`config.mk`:
```
export PLATFORM = sky130hd
export DESIGN_NAME = mppt_cubic_mc
export DESIGN_NICKNAME = d
export VERILOG_FILES = /design/src/rtl/mppt_cubic_mc.sv
export SDC_FILE = /design/constraint.sdc
export NUM_CORES = 2
export LEC_CHECK = 0
export CELL_PAD_IN_SITES_DETAIL_PLACEMENT = 0
export CELL_PAD_IN_SITES_GLOBAL_PLACEMENT = 1
export CORE_MARGIN = 8
export CORE_UTILIZATION = 25
export CTS_BUF_LIST = sky130_fd_sc_hd__clkbuf_8
export DETAILED_ROUTE_END_ITERATION = 8
export PLACE_DENSITY = 0.5
export SYNTH_ARGS = -nofsm -noshare
export SYNTH_HDL_FRONTEND = slang
export SYNTH_SLANG_ARGS = --single-unit
```
`constraint.sdc`:
```
create_clock -name clk_sim -period 14.2 [get_ports clk_sim]
set_clock_uncertainty 0.05 [all_clocks]
set_input_delay 2.84 -clock clk_sim [delete_from_list [all_inputs] [get_ports clk_sim]]
set_output_delay 2.84 -clock clk_sim [all_outputs]
set_load 0.1 [all_outputs]
```
`src/rtl/mppt_cubic_mc.sv`:
```
// Cubic MPPT power-reference sweep: Pref_c = kopt_c * wm_c^3 over N_CH channels using one shared multiplier.
// Optional: define MPPT_PMAX_CLAMP_EN to clamp each written reference to the latched pmax.
module mppt_cubic_mc #(
    parameter int N_CH  = 4,
    parameter int WIDTH = 32,
    parameter int FRAC  = 16
) (
    input  logic                   clk_sim,
    input  logic                   rst_control_n,
    input  logic                   sta_control,
    input  logic [N_CH*WIDTH-1:0]  wm,
    input  logic [N_CH*WIDTH-1:0]  kopt,
    input  logic [WIDTH-1:0]       pmax,
    output logic [N_CH*WIDTH-1:0]  Pref,
    output logic                   busy,
    output logic                   done_finish_Pref
);

    localparam int CW = (N_CH > 1) ? $clog2(N_CH) : 1;

    typedef enum logic [2:0] {IDLE, SQ, CUBE, GAIN, WRITE, DONE} state_t;

    state_t                 state, state_nx;
    logic [CW-1:0]          c;
    logic [N_CH*WIDTH-1:0]  wm_sh, kopt_sh;
    logic [WIDTH-1:0]       p;
    logic [WIDTH-1:0]       wm_c, kopt_c;
    logic [WIDTH-1:0]       mul_a, mul_b;
    logic [2*WIDTH-1:0]     prod, prod_sh;
    logic [WIDTH-1:0]       mres;
    logic [WIDTH-1:0]       wval;
    logic                   last_ch;

`ifdef MPPT_PMAX_CLAMP_EN
    logic [WIDTH-1:0]       pmax_sh;
`else
    logic                   pmax_unused;
    assign pmax_unused = ^pmax;
`endif

    assign wm_c    = wm_sh[int'(c)*WIDTH +: WIDTH];
    assign kopt_c  = kopt_sh[int'(c)*WIDTH +: WIDTH];
    assign last_ch = (c == CW'(N_CH - 1));

    // The single multiplier is steered by state: wm*wm, p*wm, then p*kopt.
    always_comb begin
        mul_a = wm_c;
        mul_b = wm_c;
        case (state)
            CUBE: mul_a = p;
            GAIN: begin
                mul_a = p;
                mul_b = kopt_c;
            end
            default: ;
        endcase
    end

    assign prod    = {{WIDTH{1'b0}}, mul_a} * {{WIDTH{1'b0}}, mul_b};
    assign prod_sh = prod >> FRAC;
    assign mres    = (|prod_sh[2*WIDTH-1:WIDTH]) ? '1 : prod_sh[WIDTH-1:0];

`ifdef MPPT_PMAX_CLAMP_EN
    assign wval = (p > pmax_sh) ? pmax_sh : p;
`else
    assign wval = p;
`endif

    always_ff @(posedge clk_sim or negedge rst_control_n) begin
        if (!rst_control_n) state <= IDLE;
        else                state <= state_nx;
    end

    always_comb begin
        state_nx = state;
        case (state)
            IDLE:    if (sta_control) state_nx = SQ;
            SQ:      state_nx = CUBE;
            CUBE:    state_nx = GAIN;
            GAIN:    state_nx = WRITE;
            WRITE:   state_nx = last_ch ? DONE : SQ;
            DONE:    state_nx = IDLE;
            default: state_nx = IDLE;
        endcase
    end

    // done is registered on leaving DONE so it lands 4*N_CH+1 edges after the start edge.
    always_ff @(posedge clk_sim or negedge rst_control_n) begin
        if (!rst_control_n) begin
            c                <= '0;
            wm_sh            <= '0;
            kopt_sh          <= '0;
            p                <= '0;
            Pref             <= '0;
            busy             <= 1'b0;
            done_finish_Pref <= 1'b0;
`ifdef MPPT_PMAX_CLAMP_EN
            pmax_sh          <= '0;
`endif
        end else begin
            done_finish_Pref <= 1'b0;
            case (state)
                IDLE: begin
                    if (sta_control) begin
                        wm_sh   <= wm;
                        kopt_sh <= kopt;
`ifdef MPPT_PMAX_CLAMP_EN
                        pmax_sh <= pmax;
`endif
                        c       <= '0;
                        busy    <= 1'b1;
                    end
                end
                SQ, CUBE, GAIN: p <= mres;
                WRITE: begin
                    Pref[int'(c)*WIDTH +: WIDTH] <= wval;
                    if (last_ch) busy <= 1'b0;
                    else         c    <= c + 1'b1;
                end
                DONE: done_finish_Pref <= 1'b1;
                default: ;
            endcase
        end
    end

endmodule

```
# Word level (Yosys, flattened, before mapping)
# Cells that the tools add are included.
# op_classes
addsub	2
multipliers	1
n_eq_ne	9
n_shift	4
n_mux	14
n_reduce_logical	8
# ops
operator	n
128-bit by 8-bit indexed part select with 32-bit output	2
128-bit bitwise mux	1
32-bit by 33-bit variable shift with 128-bit output (first input constant)	1
32-bit by 33-bit indexed part select with 128-bit output	1
32-bit 2-to-1 mux	3
32-bit by 32-bit multiplier with 64-bit output	1
7-bit negation with 33-bit output	1
16-bit OR reduction	1
3-bit case mux with 5 select lines	1
3-bit by 2-bit equality test with 1-bit output (second input constant)	2
3-bit equality test (second input constant)	2
3-bit 2-to-1 mux	2
2-bit != test (second input constant)	3
3-bit AND reduction	2
2-bit 2-to-1 mux	2
2-bit case mux with 2 select lines	1
3-bit by 1-bit equality test with 1-bit output (second input constant)	1
3-bit logical NOT	1
1-bit 2-to-1 mux	3
3-bit OR reduction	1
2-bit by 1-bit adder with 2-bit output (second input constant)	1
2-bit equality test (second input constant)	1
1-bit case mux with 2 select lines	1
2-bit AND reduction	1
other kinds (2)	2
# totals
ff_bits	423
input_bits	291
output_inout_bits	130
wordCells	46

# Logic depth before layout (Yosys ltp)
# logic_depth
ltp_word	6
ltp_mapped	35

# Least setup slack after synthesis
# No wires, ideal clock.
# synth_path
kind	reg2reg
from	register c[0]
to	register p[0]
setup_time_ps	144
t_arrival_ps	9818
slack_ps	4188
path_stages_with_launch	29
n_path_buf	5
cell_sequence	dfrtp_1 -> buf_4 -> buf_1 -> buf_1 -> mux4_2 -> mux2i_1 -> clkbuf_1 -> nor2_1 -> fa_1 -> fa_1 -> inv_1 -> fa_1 -> fa_1 -> fa_1 -> inv_1 -> fa_1 -> fa_1 -> fa_1 -> ha_1 -> and4_1 -> nand3_1 -> or4_4 -> a2111oi_4 -> nor2_2 -> o31ai_4 -> xor2_1 -> nor4_2 -> buf_6 -> a41oi_2
# synth_via
elab_chain_len	5
word_cells_on_any_way	7
cone_classes	mul: 1; shift: 2; mux: 3; reduce/logical: 1
# synth_rtl
element	line	source
start, declared	24	logic [CW-1:0] c;
start signal, assigned	118	else c <= c + 1'b1;
128-bit by 8-bit indexed part select with 32-bit output (on tied branches)	41, 42	
32-bit 2-to-1 mux	49	case (state)
32-bit by 32-bit multiplier with 64-bit output *	59	assign prod = {{WIDTH{1'b0}}, mul_a} * {{WIDTH{1'b0}}, mul_b};
16-bit OR reduction	61	assign mres = (|prod_sh[2*WIDTH-1:WIDTH]) ? '1 : prod_sh[WIDTH-1:0];
32-bit 2-to-1 mux *	61	
end signal, assigned	114	SQ, CUBE, GAIN: p <= mres;
end, declared	26	logic [WIDTH-1:0] p;
# Mark *: on every way between the ends. The rest lies on a longest branch, timed or not.
# A chain may end at the register's enable or synchronous reset.

# Worst setup path after layout
# layout_path
from	register c[0]
to	register p[3]
# Same word-level chain as after synthesis.

==> flow_summary.json <==
{
  "netlist.area_leader.share_pct": 34.60,
  "cts_hold_buf": 0,
  "fin_tns_setup_ns": 0,
  "place_congestion": 0.9121,
  "grt_pass1_wl_mm": 306.5,
  "dpl.hpwl_mm": 165.8,
  "clockBufferDepth": 3,
  "setup_violations": 0,
  "maxCapViolCount": 0,
  "grt_max_degree": 165,
  "cts.sink_count": 423,
  "die_w_um": 471.1,
  "synthMuxAreaShare_pct": 9.930,
  "synth_nets": 6813,
  "drt_wl_total_mm": 209.8,
  "postSynthAreaPerCell_sq_um": 9.660,
  "crit_top_cell": "fa_1",
  "synth_fa_ha_area_share_pct": 41.02,
  "area_delta_synth_final_pct": 18.02,
  "grt_antenna_before_repair": 82,
  "ys_seq_elements": 423,
  "drt_iter0_markers": 2556,
  "synthTopCellsByCount": "fa_1, inv_1, nor2_1, nand2_1, dfrtp_1",
  "crit_path_max_incr_delay_ns": 0.91,
  "postRouteAntennaNets": 0,
  "synth_cell_type_count": 77,
  "port_buffers": 388,
  "placementRows": 167,
  "synth_compound_area_share_pct": 5.545,
  "crit_path_top_delay_cell": "dfrtp_4",
  "cts.htree.levels": 3,
  "yosys_most_used_dff": "dfrtp_1",
  "grtUsageTotal_pct": 18.71,
  "cts_made_buffers": 83,
  "fillCellCount": 21720,
  "vias": 39230,
  "end_kind": "register",
  "core-area_sq_um": 206400,
  "synth_xor_area_share_pct": 0.8118,
  "syn_area_sq_um": 51790,
  "drc": 0,
  "die-height_um": 471.1,
  "grt_overflow": 0,
  "synth_edf_count": 0,
  "crit_required_ns": 14.72,
  "worstPathMaxFanout": 36,
  "pin_count": 421,
  "status": "finished clean",
  "critPathArrivalTime_ns": 12.17,
  "fmax_mhz": 85.89,
  "grt_pass1_vias": 42720,
  "crit_path_start_kind": "register",
  "grt_setup_unrepaired": "no",
  "cts-root-buf": "clkbuf_8",
  "relSlewSlack_pct": 10.71,
  "fin_crit_sh_pct": 81.99,
  "yosysSeqAreaShare_pct": 20.44,
  "min_path_type": "reg2reg",
  "synth_top_family_by_area": "adder cells",
  "synth-simple-area-share_pct": 13.51,
  "final_nets": 7105,
  "synth.most_common_cell": "fa_1",
  "wire_per_inst_um": 24.81,
  "start_util_pct": 25.09,
  "clkLatencyLatePin_ns": 0.75,
  "yosysWarnings": 0,
  "drive_above_1_share_pct": 12.96,
  "yosys-top-cells-area": "fa_1, dfrtp_1, ha_1",
  "die_area_sq_um": 222000,
  "post_cts_buffers": 0,
  "hold_viol": 0,
  "yosysTopAreaCell": "fa_1",
  "finalMaxSlewViolations": 0,
  "synthesis.instances": 5361,
  "synthArstFlopShare_pct": 100.0,
  "critical_path_class": "reg2reg",
  "first_pass_iters": 5,
  "layout_min_cycle_time_ns": 11.64,
  "worst_slew_pin_slew_ns": 1.313,
  "cts_resized": 0,
  "cts_tree": "built",
  "routed_via_density": 4.638,
  "cts.reportedPaths.clkPinSlew_ns": 0.05
}
## worst max-delay path, delay by kind of cell, from the launching register on
| family | cells | cell delay (ns) |
|---|---|---|
| AOI/OAI and AO/OA | 3 | 0.99 |
| and+or+nand+nor | 6 | 1.70 |
| muxes | 2 | 1.44 |
| adders and majority gates | 9 | 4.19 |
| xor gates and xnor gates | 1 | 0.18 |
| buffers and inverters | 6 | 1.80 |
| DFF | 1 | 0.91 |
## state kept, by name (all words and copies together) (netlist names)
register          count
wm_sh               128
p                    32
kopt_sh             128
Pref                128
done_finish_Pref      1
c                     2
busy                  1
state                 3
## final cells by class
cell class	instances	area, sq um	share of cell area [%]
Multi-Input combinational cell	3745	37230	60.91
Tap cell	2704	3383	5.535
Inverter	886	3326	5.441
Sequential cell	423	10590	17.33
Clock buffer	95	1308	2.139
Clock inverter	49	307.8	0.5036
Antenna cell	41	102.6	0.1679
Timing Repair Buffer	514	4872	7.971
## layer usage
metal	wire (um)	part of all wire, %	global-route usage (%)
met5	571	0.27	0
met4	6299	3.0	5.195
met3	16110	7.7	5.346
met2	94250	45	29.58
met1	92560	44	25.07
## cell families (layout without fill, tap and decap cells)
kind of cell / count (synthesis) / after routing
other: 0 / 41
AND/OR/NAND/NOR: 1702 / 1702
adder cells (fa/ha/maj): 1161 / 1161
buffers and inverters: 1193 / 1544
multiplexers: 400 / 400
XOR/XNOR: 48 / 48
flip-flops: 423 / 423
AO/OA/AOI/OAI: 434 / 434
## cell usage in the layout (no fill, tap or decap), drive strengths merged, types with 102 or more instances in the layout
| cell | count |
|---|---|
| inv | 926 |
| fa | 895 |
| nor2 | 759 |
| nand2 | 707 |
| dfrtp | 423 |
| clkdlybuf4s50 | 387 |
| mux2 | 270 |
| ha | 266 |
| o21ai | 190 |
| buf | 127 |
| a21oi | 102 |
## through the flow
stage	hold slack (ns)	cell area, sq um	utilization, %	std cells	setup WS [ns]
2_1_floorplan	0.4252	51790	-	5361	4.188
3_3_place_gp	0.4140	59400	28.78	8272	2.691
3_5_place_dp	0.4194	59400	28.78	8272	2.627
4_1_cts	0.4320	61020	29.56	8416	2.560
5_1_grt	0.4456	61030	29.56	8419	2.181
6_report	0.4242	61120	29.61	8457	2.557
## final timing paths
check,from,end,slack (ns),cells after the start
setup reg to reg,c[0],p[3],2.56,27
min in group asynchronous,rst_control_n,wm_sh[35],1.97,1
hold reg to reg,Pref[53],Pref[53],0.42,2
hold / removal,Pref[53],Pref[53],0.42,2
setup / recovery,c[0],p[3],2.56,27
max in group asynchronous,rst_control_n,kopt_sh[117],9.86,3
Power is not shown: default switching activity piles up to over one toggle a cycle in this logic, so the estimate is an artifact.
